<file path="config.mk">
export PLATFORM = sky130hd
export DESIGN_NAME = wb_dma_copier
export DESIGN_NICKNAME = d
export VERILOG_FILES = /design/src/rtl/wb_dma_copier.sv
export SDC_FILE = /design/constraint.sdc
export NUM_CORES = 1
export LEC_CHECK = 0
export ABC_AREA = 1
export BUFFER_PORTS_ARGS = -buffer_cell sky130_fd_sc_hd__buf_2
export CAP_MARGIN = 20
export CORE_MARGIN = 1.5
export CORE_UTILIZATION = 58
export CTS_BUF_LIST = sky130_fd_sc_hd__clkbuf_8
export DETAILED_ROUTE_END_ITERATION = 10
export GPL_TIMING_DRIVEN = 0
export PLACE_DENSITY = 0.83
export SLEW_MARGIN = 10
export SYNTH_ARGS = -nofsm -noshare
export SYNTH_HDL_FRONTEND = slang
export SYNTH_SLANG_ARGS = --single-unit
</file>
<file path="constraint.sdc">
create_clock -name clk_i -period 2.4 [get_ports clk_i]
set_clock_uncertainty 0.05 [all_clocks]
set_input_delay 0.36 -clock clk_i [delete_from_list [all_inputs] [get_ports clk_i]]
set_output_delay 0.36 -clock clk_i [all_outputs]
set_load 0.05 [all_outputs]
</file>
<file path="src/rtl/wb_dma_copier.sv">
// -----------------------------------------------------------------------------
// wb_dma_copier
//   Wishbone classic bus master that copies a block of 32-bit words from a
//   source address range to a destination address range. Each word is moved
//   as one single read followed by one single write, with a one-cycle idle gap
//   after every bus access.
//
// Parameters
//   LEN_W    width of the word-count input and internal counter
//   TIMEOUT  max cycles a strobe may wait for ack_i before the copy aborts
//
// Ports
//   clk_i      clock, rising edge
//   rst_i      synchronous reset, active-low
//   start_i    one-cycle request, honoured only while idle
//   src_adr_i  source byte address (bits [1:0] ignored)
//   dst_adr_i  destination byte address (bits [1:0] ignored)
//   len_i      number of words to copy
//   busy_o     copy in progress
//   done_o     one-cycle pulse on successful completion
//   err_o      sticky timeout flag, cleared by the next accepted start
//   cyc_o/stb_o/we_o/sel_o/adr_o/dat_o   Wishbone master outputs
//   dat_i/ack_i                          Wishbone master inputs
// -----------------------------------------------------------------------------
module wb_dma_copier #(
  parameter int LEN_W   = 16,
  parameter int TIMEOUT = 255
) (
  input  logic             clk_i,
  input  logic             rst_i,
  input  logic             start_i,
  input  logic [31:0]      src_adr_i,
  input  logic [31:0]      dst_adr_i,
  input  logic [LEN_W-1:0] len_i,
  output logic             busy_o,
  output logic             done_o,
  output logic             err_o,
  output logic             cyc_o,
  output logic             stb_o,
  output logic             we_o,
  output logic [3:0]       sel_o,
  output logic [31:0]      adr_o,
  output logic [31:0]      dat_o,
  input  logic [31:0]      dat_i,
  input  logic             ack_i
);

  localparam int               TMO_W    = $clog2(TIMEOUT + 1);
  localparam logic [TMO_W-1:0] TMO_LAST = TMO_W'(TIMEOUT - 1);

  // A timeout does not get its own state: the abort cycle lands directly in
  // IDLE with err set, so err_o and busy_o=0 appear together.
  typedef enum logic [2:0] {
    S_IDLE,
    S_RD,
    S_RGAP,
    S_WR,
    S_WGAP,
    S_DONE
  } state_t;

  state_t             state_q, state_d;
  logic [31:0]        src_q, src_d;
  logic [31:0]        dst_q, dst_d;
  logic [LEN_W-1:0]   cnt_q, cnt_d;
  logic [TMO_W-1:0]   tmo_q, tmo_d;
  logic [31:0]        buf_q, buf_d;
  logic               busy_q, busy_d;
  logic               done_q, done_d;
  logic               err_q, err_d;
  logic               cyc_q, cyc_d;
  logic               we_q, we_d;
  logic [3:0]         sel_q, sel_d;
  logic [31:0]        adr_q, adr_d;
  logic               ack_hit;

  // ack_i only means something while our strobe is up.
  assign ack_hit = ack_i & cyc_q;

  always_comb begin
    state_d = state_q;
    src_d   = src_q;
    dst_d   = dst_q;
    cnt_d   = cnt_q;
    buf_d   = buf_q;
    err_d   = err_q;

    case (state_q)
      S_IDLE: begin
        if (start_i) begin
          err_d = 1'b0;
          if (len_i != '0) begin
            src_d   = src_adr_i & ~32'h3;
            dst_d   = dst_adr_i & ~32'h3;
            cnt_d   = len_i;
            state_d = S_RD;
          end else begin
            state_d = S_DONE;
          end
        end
      end
      S_RD: begin
        if (ack_hit) begin
          buf_d   = dat_i;
          state_d = S_RGAP;
        end else if (tmo_q == TMO_LAST) begin
          err_d   = 1'b1;
          state_d = S_IDLE;
        end
      end
      // Strobe drops for one cycle so a slave whose ack lags its strobe by a
      // cycle cannot have that late ack taken as the write acknowledge.
      S_RGAP: state_d = S_WR;
      S_WR: begin
        if (ack_hit) begin
          src_d   = src_q + 32'd4;
          dst_d   = dst_q + 32'd4;
          cnt_d   = cnt_q - LEN_W'(1);
          state_d = (cnt_d == '0) ? S_DONE : S_WGAP;
        end else if (tmo_q == TMO_LAST) begin
          err_d   = 1'b1;
          state_d = S_IDLE;
        end
      end
      S_WGAP:  state_d = S_RD;
      S_DONE:  state_d = S_IDLE;
      default: state_d = S_IDLE;
    endcase

    // Counts wait cycles of the current strobe; any state change restarts it.
    tmo_d = ((state_q == S_RD || state_q == S_WR) && state_d == state_q)
            ? tmo_q + TMO_W'(1) : '0;

    // Bus and status outputs are registered from the next state so they line
    // up exactly with the state they describe.
    cyc_d  = (state_d == S_RD) || (state_d == S_WR);
    we_d   = (state_d == S_WR);
    sel_d  = cyc_d ? 4'hF : 4'h0;
    busy_d = cyc_d || (state_d == S_RGAP) || (state_d == S_WGAP);
    done_d = (state_d == S_DONE);
    adr_d  = adr_q;
    if (state_d == S_RD) begin
      adr_d = src_d;
    end else if (state_d == S_WR) begin
      adr_d = dst_d;
    end
  end

  always_ff @(posedge clk_i) begin
    if (!rst_i) begin
      state_q <= S_IDLE;
      tmo_q   <= '0;
      buf_q   <= '0;
      busy_q  <= 1'b0;
      done_q  <= 1'b0;
      err_q   <= 1'b0;
      cyc_q   <= 1'b0;
      we_q    <= 1'b0;
      sel_q   <= 4'h0;
      adr_q   <= '0;
    end else begin
      state_q <= state_d;
      src_q   <= src_d;
      dst_q   <= dst_d;
      cnt_q   <= cnt_d;
      tmo_q   <= tmo_d;
      buf_q   <= buf_d;
      busy_q  <= busy_d;
      done_q  <= done_d;
      err_q   <= err_d;
      cyc_q   <= cyc_d;
      we_q    <= we_d;
      sel_q   <= sel_d;
      adr_q   <= adr_d;
    end
  end

  assign busy_o = busy_q;
  assign done_o = done_q;
  assign err_o  = err_q;
  assign cyc_o  = cyc_q;
  assign stb_o  = cyc_q;
  assign we_o   = we_q;
  assign sel_o  = sel_q;
  assign adr_o  = adr_q;
  assign dat_o  = buf_q;

endmodule

</file>
==> flow_summary_export.csv <==
group,metric,value,unit
timing,final-setup-viol-count,21,
floorplanning,fp.dieW,131,um
clock_network,cts_root_buf,"sky130_fd_sc_hd__clkbuf_8",
route,dr.pass1.iters,5,
finish,layout_commonest_cell,"sky130_fd_sc_hd__nand2_1",
setup_path,start_kind,"register",
pwr,worst_ir_drop_vdd,0.540,mV
finish,insertedDiodeCount,0,
synth,synth_cell_types,38,
synth,synth_edf_count,80,
setup_path,worst_ep_required_time,2.76,ns
floorplanning,io_pins,190,
timing,whs,0.0929,ns
floorplanning,core-area,15900,um2
global_routing,grt_max_degree,48,
synth,ys_warn_count,0,
pwr,leakage,5.32,nW
global_routing,grt_util_all_layers,36.3,%
timing,fin_tns_setup,-0.975,ns
clock_network,htree_levels,4,
floorplanning,start_util,59.8,%
place,placed_cell_area,10800,um2
synth,syn-instance-count,1363,
outcome,violations,"setup timing",
synth,synthFlopType,"sky130_fd_sc_hd__edfxtp_1",
timing,worst_pin_slew,0.800,ns
synth,synthesis.nets,1485,
finish,number_of_cells_in_the_finished_layout_apart_from_fillers,1814,
timing,worst_slack,-0.117,ns
route,drtIter0Drc,1212,
pwr,powerDensity,738,nW/um2
finish,layout-area-overhead-vs-synth,20.3,%
clock_network,numCtsBuffers,17,
clock_network,cts.reportedPaths.clkPinSlew,0.09,ns
run,maxCapViolations,0,
finish,layout_common_cells,"sky130_fd_sc_hd__nand2_1 (351), sky130_fd_sc_hd__buf_2 (199), sky130_fd_sc_hd__nor2_1 (174), sky130_fd_sc_hd__inv_1 (135), sky130_fd_sc_hd__nand3_1 (135)",
floorplanning,fp.dieH,131,um
finish,final_net_count,1707,
timing,final_min_period_over_clock_period,105,%
route,avgRoutedWirePerCell,17.2,um
synth,post_synth_main_area_contributors,"sky130_fd_sc_hd__edfxtp_1 (25%), sky130_fd_sc_hd__dfxtp_1 (17%), sky130_fd_sc_hd__nand2_1 (14%)",
synth,synth_area,9530,um2
clock_network,tritoncts_clock_tree,"yes",
finish,fill_cell_instance_count_of_the_final_layout,1392,
global_routing,grt_pass1_vias,9696,
hold_path,hold_class,"in -> reg",
setup_path,worstPathMaxFanout,9,
floorplanning,row_count,46,
place,placed_cells,1765,
place,hpwlAfterDp,23400,um
synth,async_flop_share,0,%
finish,utilization,71.9,%
synth,yosys.area.top_type,"sky130_fd_sc_hd__edfxtp_1",
synth,synth_largest_type_area_fraction,25.2,%
route,finalWirelength,31200,um
timing,clock.fmax,0.397,GHz
finish,final_layout_size_suffix_gt1_share,20.2,%
setup_path,worst_ep_arrival_time,2.88,ns
timing,worst_slew_margin_rel,46.6,%
synth,synth_area_per_cell,6.99,um2
clock_network,clockBufferDepth,2,
timing,min_clock_period_post_route,2.52,ns
clock_network,cts.sink_count,160,
clock_network,clock_insertion_delay_worst_skew,0.46,ns
finish,postLayoutCellArea,11500,um2
route,total_via_count_after_detailed_routing,10376,
route,vias_per_cell,5.72,
route,route.antenna.remaining_nets,0,
setup_path,timing.critical_path.to_type,"register",
global_routing,grt_antenna_before_repair,0,
route,route.detailed.drc,0,
timing,rsz_0062_raised_after_global_routing,"yes",
floorplanning,die_area,17200,um2
timing,final_hold_violating_endpoints,0,
global_routing,global_route_wire_length_before_repair,49600,um
timing,final_max_slew_viol_count,0,
place,portBuffers,185,
clock_network,holdBufCountCts,0,
setup_path,critical_path_class,"reg -> reg",
place,finalWeightedCongestion,0.965,
synth,synth.ff_latch_count,160,
outcome,run_status,"finished, violations left",
synth,synth_seq_area_share,42.0,%
global_routing,grt_overflow_total,0,
## cell families (layout without fill, tap and decap cells)
group | count (synthesis) | in the layout | synth area share (%)
AND/OR/NAND/NOR | 784 | 784 | 35.5
buffers and inverters | 208 | 443 | 9.17
AO/OA/AOI/OAI | 196 | 196 | 11.7
flip-flops | 160 | 160 | 42.0
XOR/XNOR | 9 | 9 | 0.827
adder cells (fa/ha/maj) | 6 | 6 | 0.788
## state kept, by name (all words and copies together) (netlist names)
signal	cells
done_o	1
err_o	1
dat_o	32
dst_q	32
we_o	1
src_q	32
adr_o	32
cnt_q	16
tmo_q	8
sel_o	1
busy_o	1
state_q	3
## where the power goes
group | switching, W | total, W | internal [W]
clock network | 0.00116 | 0.00194 | 0.000778
registers | 0.000293 | 0.00358 | 0.00328
logic | 0.00205 | 0.00294 | 0.000893
total | 0.00350 | 0.00846 | 0.00496
## synthesized netlist by cell type (all sizes together), types with 9 or more instances
master and count:
nand2 361, nor2 193, inv 144, nand3 137
o21ai 109, dfxtp 80, edfxtp 80, nand4 56
a21oi 32, buf 32, clkbuf 32, nor3 25
a22oi 17, a21boi 10, a31oi 9, o211ai 9
## layer usage
layer | share of wire, % | GRT usage (%) | up-vias
met1 | 40 | 47.2 | 4729
met4 | 2.4 | 12.1 | 0
met3 | 11 | 9.03 | 66
met2 | 47 | 59.2 | 608
li1 | - | - | 4973
met5 | 0 | 0 | -
## final cells by class
| type | count | area (um2) | share of cell area, % |
|---|---|---|---|
| multi-input cells | 995 | 4780 | 41.7 |
| flip-flops and latches | 160 | 4010 | 34.9 |
| repair buffers | 204 | 1130 | 9.85 |
| inverters | 144 | 546 | 4.76 |
| plain buffers | 63 | 373 | 3.25 |
| well taps | 216 | 270 | 2.36 |
| clock buffers | 18 | 248 | 2.16 |
| clock inverters | 14 | 116 | 1.01 |
## through the flow
step	worst slack, ns	total power (W)
after floorplan	0.0316	0.00547
after global placement	-1.02	0.00629
after detailed placement	-0.528	0.00634
after CTS	0.00391	0.00828
after global routing	-0.212	0.00884
final	-0.117	0.00846
## path summary, 6_finish.rpt
check | start | endpoint | slack [ns] | cells after the start
hold reg to reg | tmo_q[4] | tmo_q[4] | 0.43 | 2
setup / recovery | cnt_q[1] | adr_o[13] | -0.12 | 16
hold / removal | dat_i[5] | dat_o[5] | 0.09 | 3
setup reg to reg | cnt_q[1] | adr_o[13] | -0.12 | 16
## what timing repair did
action                                  CTS  global route
gates resized for setup                  28            38
endpoints found under the hold margin     0             0
buffers inserted                         10             6
pin swaps                                 6            11
endpoints found under the setup margin   48            48
gates cloned                              0             2
## critical path: stages (launching register included)
cell                        delay [ns]
sky130_fd_sc_hd__edfxtp_1         0.43
sky130_fd_sc_hd__buf_6            0.14
sky130_fd_sc_hd__nor2_4           0.13
sky130_fd_sc_hd__nand2_4          0.11
sky130_fd_sc_hd__o21ai_1          0.16
sky130_fd_sc_hd__nand2_1          0.10
sky130_fd_sc_hd__nor2_1           0.12
sky130_fd_sc_hd__nand3_1          0.12
sky130_fd_sc_hd__nor2_2           0.12
sky130_fd_sc_hd__nand2_2          0.12
sky130_fd_sc_hd__nand2_4          0.12
sky130_fd_sc_hd__buf_12           0.16
sky130_fd_sc_hd__clkbuf_16        0.15
sky130_fd_sc_hd__nand4_1          0.17
sky130_fd_sc_hd__nand3_1          0.13
sky130_fd_sc_hd__nand2_1          0.06
sky130_fd_sc_hd__inv_1            0.05
No activity file was read; power rests on OpenSTA's default activity.
